==> src/rtl/micro_op_sequencer.sv <==
// micro_op_sequencer: multi-cycle PDP-8 operate-instruction executor, one micro-op event per clock
module micro_op_sequencer #(
   parameter int WORD_WIDTH = 12
) (
   input  logic                  clk,
   input  logic                  rst_n,
   input  logic                  start,
   input  logic [11:0]           i_reg,
   input  logic [WORD_WIDTH-1:0] ac_in,
   input  logic                  l_in,
   input  logic [WORD_WIDTH-1:0] sr,
   output logic                  busy,
   output logic                  done,
   output logic [WORD_WIDTH-1:0] ac_out,
   output logic                  l_out,
   output logic [WORD_WIDTH-1:0] mq_out,
   output logic                  skip,
   output logic                  halt,
   output logic                  illegal,
   output logic                  micro_g1,
   output logic                  micro_g2,
   output logic                  micro_g3
);
   localparam int W = WORD_WIDTH;
   localparam int H = WORD_WIDTH / 2;

   typedef enum logic [2:0] {IDLE, E1, E2, E3, E4, E4B, DONE} state_t;

   state_t         state, state_nx;
   logic [7:0]     ir;
   logic [W-1:0]   ac, ac_nx, mq, mq_nx, sr_q;
   logic           l, l_nx, sk, sk_nx, hl, hl_nx, il, il_nx;
   logic           bad_op, rar, ral, dbl, skip_c;
   logic [W:0]     lac, lac_inc, rot_v;

   assign bad_op  = i_reg[11:9] != 3'b111;
   assign rar     = ir[3];
   assign ral     = ir[2];
   assign dbl     = (rar ^ ral) & ir[1];
   assign lac     = {l, ac};
   assign lac_inc = lac + (W+1)'(1);
   // one rotate step of {L,AC}; BSW swaps AC halves and leaves L alone; RAR+RAL together rotate nothing
   assign rot_v   = (rar & ~ral) ? {lac[0], lac[W:1]} :
                    (ral & ~rar) ? {lac[W-1:0], lac[W]} :
                    (ir[1] & ~rar & ~ral) ? {lac[W], lac[H-1:0], lac[W-1:H]} : lac;
   assign skip_c  = (ir[6] & ac[W-1]) | (ir[5] & ~|ac) | (ir[4] & l);
   assign busy    = state != IDLE;
   assign done    = state == DONE;
   assign mq_out  = mq;

   // state register
   always_ff @(posedge clk or negedge rst_n)
      if (!rst_n) state <= IDLE;
      else        state <= state_nx;

   // event sequencing: groups 2/3 stop after E2, group 1 runs through E4 (and E4B for double rotates)
   always_comb begin
      state_nx = state;
      case (state)
         IDLE:    if (start) state_nx = bad_op ? DONE : E1;
         E1:      state_nx = E2;
         E2:      state_nx = micro_g1 ? E3 : DONE;
         E3:      state_nx = E4;
         E4:      state_nx = dbl ? E4B : DONE;
         E4B:     state_nx = DONE;
         DONE:    state_nx = IDLE;
         default: state_nx = IDLE;
      endcase
   end

   // per-event next values of the working registers
   always_comb begin
      ac_nx = ac;
      l_nx  = l;
      mq_nx = mq;
      sk_nx = sk;
      hl_nx = hl;
      il_nx = il;
      case (state)
         IDLE: if (start) begin
            ac_nx = ac_in;
            l_nx  = l_in;
            sk_nx = 1'b0;
            hl_nx = 1'b0;
            il_nx = bad_op | (~i_reg[8] & i_reg[3] & i_reg[2]);
         end
         E1: begin
            ac_nx = ir[7] ? '0 : ac;
            if (micro_g1 && ir[6]) l_nx = 1'b0;
            if (micro_g2) sk_nx = skip_c ^ ir[3];
         end
         E2: begin
            if (micro_g1) begin
               if (ir[5]) ac_nx = ~ac;
               if (ir[4]) l_nx = ~l;
            end else if (micro_g2) begin
               if (ir[2]) ac_nx = ac | sr_q;
               if (ir[1]) hl_nx = 1'b1;
            end else if (micro_g3) begin
               if (ir[6] && ir[4]) begin
                  ac_nx = mq;
                  mq_nx = ac;
               end else if (ir[4]) begin
                  mq_nx = ac;
                  ac_nx = '0;
               end else if (ir[6]) ac_nx = ac | mq;
            end
         end
         E3:      if (ir[0]) {l_nx, ac_nx} = lac_inc;
         E4, E4B: {l_nx, ac_nx} = rot_v;
         default: ;
      endcase
   end

   // working registers, operand capture at acceptance, and result publication on entry to DONE
   always_ff @(posedge clk or negedge rst_n) begin
      if (!rst_n) begin
         ir       <= '0;
         ac       <= '0;
         l        <= 1'b0;
         mq       <= '0;
         sr_q     <= '0;
         sk       <= 1'b0;
         hl       <= 1'b0;
         il       <= 1'b0;
         ac_out   <= '0;
         l_out    <= 1'b0;
         skip     <= 1'b0;
         halt     <= 1'b0;
         illegal  <= 1'b0;
         micro_g1 <= 1'b0;
         micro_g2 <= 1'b0;
         micro_g3 <= 1'b0;
      end else begin
         ac <= ac_nx;
         l  <= l_nx;
         mq <= mq_nx;
         sk <= sk_nx;
         hl <= hl_nx;
         il <= il_nx;
         if (state == IDLE && start) begin
            ir       <= i_reg[7:0];
            sr_q     <= sr;
            micro_g1 <= ~bad_op & ~i_reg[8];
            micro_g2 <= ~bad_op & i_reg[8] & ~i_reg[0];
            micro_g3 <= ~bad_op & i_reg[8] & i_reg[0];
         end
         if (state != DONE && state_nx == DONE) begin
            ac_out  <= ac_nx;
            l_out   <= l_nx;
            skip    <= sk_nx;
            halt    <= hl_nx;
            illegal <= il_nx;
         end
      end
   end
endmodule

==> config.mk <==
export PLATFORM = sky130hd
export DESIGN_NAME = micro_op_sequencer
export DESIGN_NICKNAME = d
export VERILOG_FILES = /design/src/rtl/micro_op_sequencer.sv
export SDC_FILE = /design/constraint.sdc
export NUM_CORES = 1
export LEC_CHECK = 0
export CAP_MARGIN = 20
export CORE_MARGIN = 3
export CORE_UTILIZATION = 45
export CTS_CLUSTER_SIZE = 24
export DETAILED_ROUTE_END_ITERATION = 8
export MAX_ROUTING_LAYER = met4
export PLACE_DENSITY = 0.75
export SYNTH_ARGS = -nofsm -noshare
export SYNTH_HDL_FRONTEND = slang
export SYNTH_SLANG_ARGS = --single-unit
==> constraint.sdc <==
create_clock -name clk -period 7 [get_ports clk]
set_clock_uncertainty 0.2 [all_clocks]
set_input_delay 1.4 -clock clk [delete_from_list [all_inputs] [get_ports clk]]
set_output_delay 1.4 -clock clk [all_outputs]
set_load 0.05 [all_outputs]
# Word-level counts from Yosys, hierarchy flattened
# Index checks and enable logic that the tools add are counted.
[classes] add_sub_neg=1 n_eq_ne=9 muxes=38 n_bitwise=30 n_reduce_logical=11
[ops] operator="12-bit two-way mux" n=14
[ops] operator="12-bit one-hot mux with 5 select lines" n=1
[ops] operator="13-bit two-way mux" n=2
[ops] operator="12-bit bitwise OR" n=2
[ops] operator="3-bit one-hot mux with 6 select lines" n=1
[ops] operator="1-bit bitwise AND" n=14
[ops] operator="13-bit by 1-bit adder with 13-bit output (second input constant)" n=1
[ops] operator="1-bit two-way mux" n=13
[ops] operator="3-bit == test (second input constant)" n=4
[ops] operator="12-bit inverter" n=1
[ops] operator="12-bit OR reduction" n=1
[ops] operator="3-bit two-way mux" n=3
[ops] operator="1-bit inverter" n=8
[ops] operator="3-bit by 2-bit == test with 1-bit output (second input constant)" n=2
[ops] operator="3-bit != test (second input constant)" n=2
[ops] operator="1-bit one-hot mux with 5 select lines" n=1
[ops] operator="5-bit AND reduction" n=1
[ops] operator="1-bit logical AND" n=4
[ops] operator="1-bit one-hot mux with 2 select lines" n=2
[ops] operator="3-bit by 1-bit == test with 1-bit output (second input constant)" n=1
[ops] operator="3-bit zero test" n=1
[ops] operator="1-bit bitwise OR" n=3
[ops] operator="3-bit nonzero test" n=1
[ops] operator="2-bit two-way mux" n=1
[ops] operator="other kinds (4)" n=5
[word_totals] ff_bits=70 output_inout_bits=33 word_cells=106

# Longest topological paths before layout
# Gate-level depths: netlist (run 1).
[depth] ltp_word=8 mapped_depth=10

# Least setup slack after synthesis (run 1)
# Ideal clock, no wire load.
[synth_timing] path_type="register to output" start="register state[2]" end="output done" arrival_time_ns=1.669 required_time_ns=5.400 path_slack_ns=3.731 stages_incl_launch_ff=5 n_path_buf=2 cell_sequence="dfrtp_1 -> buf_4 -> clkbuf_1 -> nand2_1 -> nor2_1"
[synth_via] elab_chain_len=1
[synth_lines] item="start: declaration" line_no="29" source="state_t state, state_nx;"
[synth_lines] item="start signal: assignment" line_no="54" source="else state <= state_nx;"
[synth_lines] item="3-bit == test" line_no="48" source="assign done = state == DONE;"
[synth_lines] item="end: declaration" line_no="13" source="output logic done,"
# Every way passes these cells.

# Worst setup path in the final report (run 1)
[layout_timing] start="register state[1]" end="output done"
# The elaborated chain is that of the path after synthesis.

==> impl_metrics.yaml, run 1 <==
status:
  outcome: "finished clean"
grt:
  grt_antenna_before_repair: 0
  grt_overflow: 0
  gr-usage-met3_pct: 4.78
  grt_use_met1_pct: 34.0
  grt_use_total_pct: 25.1
  grt_pass1_vias: 3963
  grt_pass1_wl_mm: 21.3
  grt_busiest_layer: "met2"
  grtUsageMet2_pct: 37.6
  grt_max_degree: 71
finish:
  layout-drive-gt1-share_pct: 7.56
  multiInputGateArea_sq_um: 2380
  num-fill-cells: 860
  layout_commonest_cell: "nand2_1"
  area_growth_pct: 22.8
  layout_common_cells: "nand2_1, clkdlybuf4s50_1, dfrtp_1"
  regArea_sq_um: 1750
  diodes: 0
  post-route-util_pct: 57.4
  nets: 582
synthesis:
  ys_top_cells_by_area: "dfrtp_1, nand2_1, mux2i_1"
  postSynthAreaPerCell_sq_um: 8.81
  synth_edf_count: 0
  ys.warnings.count: 0
  yosysUniqueCellTypes: 65
  syn_inst: 495
  post-synth-top-area-fraction_pct: 40.2
  async_reset_ff_share_pct: 100
  synth-seq-cells: 70
  synth_flop_cell: "dfrtp_1"
  synth_top_area_cell: "dfrtp_1"
  ys_seq_area_share_pct: 40.2
  syn_area_sq_um: 4360
  synth_fp_nets: 540
pwr:
  p_clk_share_pct: 16.4
  internal-power_mw: 1.45
  pwr-share-seq_pct: 32.4
  sw_frac_of_total_pct: 48.1
  power_mw: 2.80
  pwr-share-comb_pct: 51.3
  max-vdd-ir-drop_uv: 223
  switchingPower_mw: 1.35
  p_per_area_nw_per_um2: 523
  p_leak_nw: 2.25
setup_path:
  crit_fanout: 24
  arrival_ns: 2.57
  cp-start-kind: "flop"
  cp-end-kind: "primary output"
  crit_required_ns: 5.40
  worstSetupPathType: "flop to primary output"
cts:
  cts_tree: "done"
  root_buffer: "clkbuf_8"
  clkTransAtPathRegs_ns: 0.08
  ctsHoldBuffers: 0
  post_cts_buffers: 0
  clock_latency_ns: 0.35
  clock_path_buffers: 2
  clock-sinks: 70
  ctsResizeCount: 0
  htreeDepth: 3
  numCtsBuffers: 9
routing:
  dr.first_iter.drc_count: 499
  drcViolationCount: 0
  wirelength_mm: 13.0
  dr.pass1.iters: 5
  detail_route.wl_per_cell_um: 19.4
  detail_route.vias_per_cell: 6.14
  ant_nets: 0
  vias: 4122
timing:
  final_max_slew_viol_count: 0
  fin_crit_sh_pct: 59.6
  setup_violations: 0
  hold_viol: 0
  tightest_slew_ns: 0.880
  finalSetupTns_ns: 0
  fin_crit_ns: 4.17
  holdWs_ns: 0.279
  rsz0062_at_grt: "no"
  maxSlewHeadroom_pct: 41.4
  fmax_mhz: 240
flow_run:
  maxCapViolCount: 0
floorplanning:
  coreArea_sq_um: 9330
  die_w_um: 104
  die_area_sq_um: 10900
  io_pins: 73
  start_util_pct: 46.8
  rows: 35
  die_height_um: 104
placement:
  gp_congestion: 0.936
  io_buffer_count: 72
  hpwl_mm: 8.98
worst_hold_path:
  min_path_type: "flop to flop"
==> per-stage QoR <==
| stage | setup slack (ns) | cell area [sq um] | instances |
|---|---|---|---|
| finish | 2.83 | 5360 | 671 |
| global route | 2.70 | 5360 | 671 |
| CTS | 2.83 | 5360 | 671 |
| detailed placement | 2.73 | 5070 | 655 |
| global placement | 2.79 | 5070 | 655 |
| floorplan | 3.73 | 4360 | 495 |
==> final timing paths <==
check / from / to / slack, ns / cells past startpoint
setup / recovery: state[1]$_DFF_PN0_ / done / 2.83 / 3
hold / removal: ac_out[11]$_DFFE_PN0P_ / ac_out[11]$_DFFE_PN0P_ / 0.28 / 2
setup reg to reg: state[2]$_DFF_PN0_ / ac_out[1]$_DFFE_PN0P_ / 3.91 / 5
hold reg to reg: ac_out[11]$_DFFE_PN0P_ / ac_out[11]$_DFFE_PN0P_ / 0.28 / 2
max in group asynchronous: rst_n / ac[6]$_DFF_PN0_ / 4.98 / 2
min in group asynchronous: rst_n / ac[9]$_DFF_PN0_ / 1.04 / 2
==> cells in the mapped netlist, types with 3 or more instances <==
library cell / number
a211oi_1: 3
a21o_1: 10
a21oi_1: 20
a221o_1: 5
a221oi_1: 11
a222oi_1: 3
a22o_1: 4
a22oi_1: 6
a31oi_1: 5
and2_1: 3
and3_1: 3
and3b_1: 3
buf_1: 6
buf_2: 7
clkbuf_1: 28
dfrtp_1: 70
ha_1: 5
inv_1: 10
mux2_1: 3
mux2_2: 13
mux2i_1: 16
nand2_1: 102
nand2b_1: 4
nand3_1: 10
nand3b_1: 3
nand4_1: 12
nor2_1: 16
nor2b_1: 3
nor3_1: 7
nor4_1: 4
nor4b_1: 5
o211ai_1: 9
o21a_1: 3
o21ai_0: 25
o31ai_1: 5
xnor2_1: 6
xor2_1: 9
==> critical path, stage by stage (launching register included) <==
cell,delay (ns)
dfrtp_1,0.81
nand2_1,0.40
nor2_1,0.18
clkdlybuf4s50_1,0.82
==> kinds of logic (layout without fill, tap and decap cells) <==
kind of cell,Yosys count,after routing,synth area share (%)
mux,33,33,8.15
fa+ha+maj,5,5,1.43
compound gates,128,128,20.7
buf+inv,55,102,5.45
xor+xnor,15,15,3.01
simple gates,189,189,21.1
flops,70,70,40.2
==> cell type report <==
type                            instances  area share (%)
Inverter                               10           0.701
Clock inverter                          5            2.41
Timing Repair Buffer                   76            13.9
Multi-Input combinational cell        370            44.4
Sequential cell                        70            32.7
Clock buffer                           11            2.83
Tap cell                              129            3.01
==> metal layers <==
| layer | routed length (um) | up-vias | part of all wire [%] |
|---|---|---|---|
| met5 | 0 | - | 0 |
| met4 | 257 | 0 | 2.0 |
| met3 | 1070 | 28 | 8.2 |
| met2 | 6070 | 236 | 47 |
| met1 | 5620 | 1977 | 43 |
| li1 | - | 1881 | - |
==> registers in the layout (all words and copies together), names as in the netlist <==
register and cells:
ac 12, ac_out 12, halt 1, hl 1, il 1, illegal 1, ir 8, l 1
l_out 1, micro_g1 1, micro_g2 1, micro_g3 1, mq_out 12, sk 1, skip 1, sr_q 12
state 3
==> power by group through the flow <==
stage	Sequential, mW	Clock [mW]	Combinational (mW)
after floorplan	0.937	0	0.952
after global placement	0.899	0	1.39
after detailed placement	0.903	0	1.42
after CTS	0.896	0.464	1.43
after global routing	0.938	0.478	1.57
final	0.906	0.458	1.44
Note: power is estimated with default switching activity, not from simulation.
==> run 2: changes to the inputs <==
==> constraint.sdc (replaced) <==
create_clock -name clk -period 4.4 [get_ports clk]
set_clock_uncertainty 0.2 [all_clocks]
set_input_delay 0.88 -clock clk [delete_from_list [all_inputs] [get_ports clk]]
set_output_delay 0.88 -clock clk [all_outputs]
set_load 0.05 [all_outputs]
==> impl_metrics.yaml, run 2 (synthesized netlist as in run 1, its figures left out) <==
status:
  outcome: "finished clean"
timing:
  finalSetupTns_ns: 0
  fin_crit_ns: 3.63
  maxSlewHeadroom_pct: 37.7
  fmax_mhz: 276
  final_max_slew_viol_count: 0
  hold_viol: 0
  rsz0062_at_grt: "no"
  fin_crit_sh_pct: 82.4
  setup_violations: 0
  tightest_slew_ns: 0.932
  holdWs_ns: 0.278
routing:
  drcViolationCount: 0
  ant_nets: 0
  wirelength_mm: 12.9
  detail_route.vias_per_cell: 5.92
  dr.first_iter.drc_count: 294
  dr.pass1.iters: 7
  detail_route.wl_per_cell_um: 19.2
  vias: 3981
setup_path:
  worstSetupPathType: "flop to primary output"
  path_cells: "nand2_1 > nor2_1 > clkdlybuf4s50_1"
  cp.buffers_inverters: 1
  cp_slowest_stage_delay_ns: 0.82
  critPathTopFamily: "buffers and inverters"
  arrival_ns: 2.55
  crit_required_ns: 3.32
  cp-start-kind: "flop"
  cp_slowest_cell: "clkdlybuf4s50_1"
  crit_fanout: 24
  cp-end-kind: "primary output"
floorplanning:
  io_pins: 73
  die_area_sq_um: 10900
  die_w_um: 104
  rows: 35
  coreArea_sq_um: 9330
  start_util_pct: 46.8
  die_height_um: 104
placement:
  gp_congestion: 0.927
  dpl_cell_area_sq_um: 5090
  hpwl_mm: 9.12
  io_buffer_count: 72
cts:
  clock_latency_ns: 0.36
  htreeDepth: 3
  clkTransAtPathRegs_ns: 0.08
  ctsHoldBuffers: 0
  numCtsBuffers: 9
  ctsResizeCount: 0
  root_buffer: "clkbuf_8"
  clock_path_buffers: 2
  clock-sinks: 70
  cts_tree: "done"
  post_cts_buffers: 0
finish:
  multiInputGateArea_sq_um: 2380
  nets: 583
  layout_commonest_cell: "nand2_1"
  layout_common_cells: "nand2_1, clkdlybuf4s50_1, dfrtp_1"
  final_area_sq_um: 5290
  layout-drive-gt1-share_pct: 7.73
  diodes: 0
  area_growth_pct: 21.3
  regArea_sq_um: 1750
  num-fill-cells: 865
grt:
  grt_use_total_pct: 24.9
  grt_antenna_before_repair: 0
  gr-usage-met3_pct: 4.03
  grtUsageMet2_pct: 36.5
  grt_pass1_vias: 3918
  grt_max_degree: 71
  grt_pass1_wl_mm: 21.1
  grt_overflow: 0
  grt_busiest_layer: "met2"
  grt_use_met1_pct: 34.8
pwr:
  p_per_area_nw_per_um2: 804
  max-vdd-ir-drop_uv: 344
  p_leak_nw: 2.22
worst_hold_path:
  min_path_type: "flop to flop"
flow_run:
  maxCapViolCount: 0
-- run 2: cell types whose count changed in the layout (fill, tap and decap cells not counted), sizes merged --
cell      delta
inv          +1
clkinv       +2
bufinv       -3
clkbuf       -2
buf          +1
clkinvlp     +2
-- run 2: final cells by class --
class	count	area share (%)
Clock buffer	9	2.34
Multi-Input combinational cell	370	45.0
Tap cell	129	3.05
Inverter	10	0.709
Timing Repair Buffer	77	14.5
Sequential cell	70	33.1
Clock inverter	7	1.37
-- run 2: worst paths after layout --
path | start | endpoint | slack, ns | depth (start not counted)
min in group asynchronous | rst_n | ac_out[5]$_DFFE_PN0P_ | 0.32 | 2
max in group asynchronous | rst_n | mq_out[6]$_DFFE_PN0P_ | 3.36 | 2
min reg2reg | ac_out[11]$_DFFE_PN0P_ | ac_out[11]$_DFFE_PN0P_ | 0.28 | 2
max | state[1]$_DFF_PN0_ | done | 0.77 | 3
min | ac_out[11]$_DFFE_PN0P_ | ac_out[11]$_DFFE_PN0P_ | 0.28 | 2
max reg2reg | ir[2]$_DFFE_PN0P_ | ac[5]$_DFF_PN0_ | 1.36 | 8
-- run 2: routing by layer --
metal | part of all wire, % | up-vias | wire (um)
li1 | - | 1889 | -
met1 | 47 | 1907 | 6050
met2 | 45 | 164 | 5790
met3 | 6.2 | 21 | 793
met4 | 2.0 | 0 | 257
met5 | 0 | - | 0
-- run 2: power by group --
part	total, mW	switching (mW)	internal, mW
combinational	2.31	1.38	0.930
sequential	1.41	0.492	0.923
clock	0.530	0.268	0.263
-- run 2: through the flow --
step | util [%] | setup slack [ns] | power (mW) | std cells
after floorplan | - | 1.65 | 3.01 | 495
after global placement | 54.6 | 1.15 | 3.67 | 656
after detailed placement | 54.6 | 1.09 | 3.71 | 656
after CTS | 56.7 | 0.769 | 4.25 | 672
after global routing | 56.7 | 0.658 | 4.55 | 672
final | 56.7 | 0.775 | 4.25 | 672
-- run 2: worst register-to-register path: stages (launching register included) --
cell and delay [ns]:
dfrtp_1 0.56, inv_1 0.13, ha_1 0.30, nor3b_1 0.78
buf_4 0.28, o21ai_0 0.08, a21oi_1 0.24, nor3_1 0.13
a211oi_1 0.23
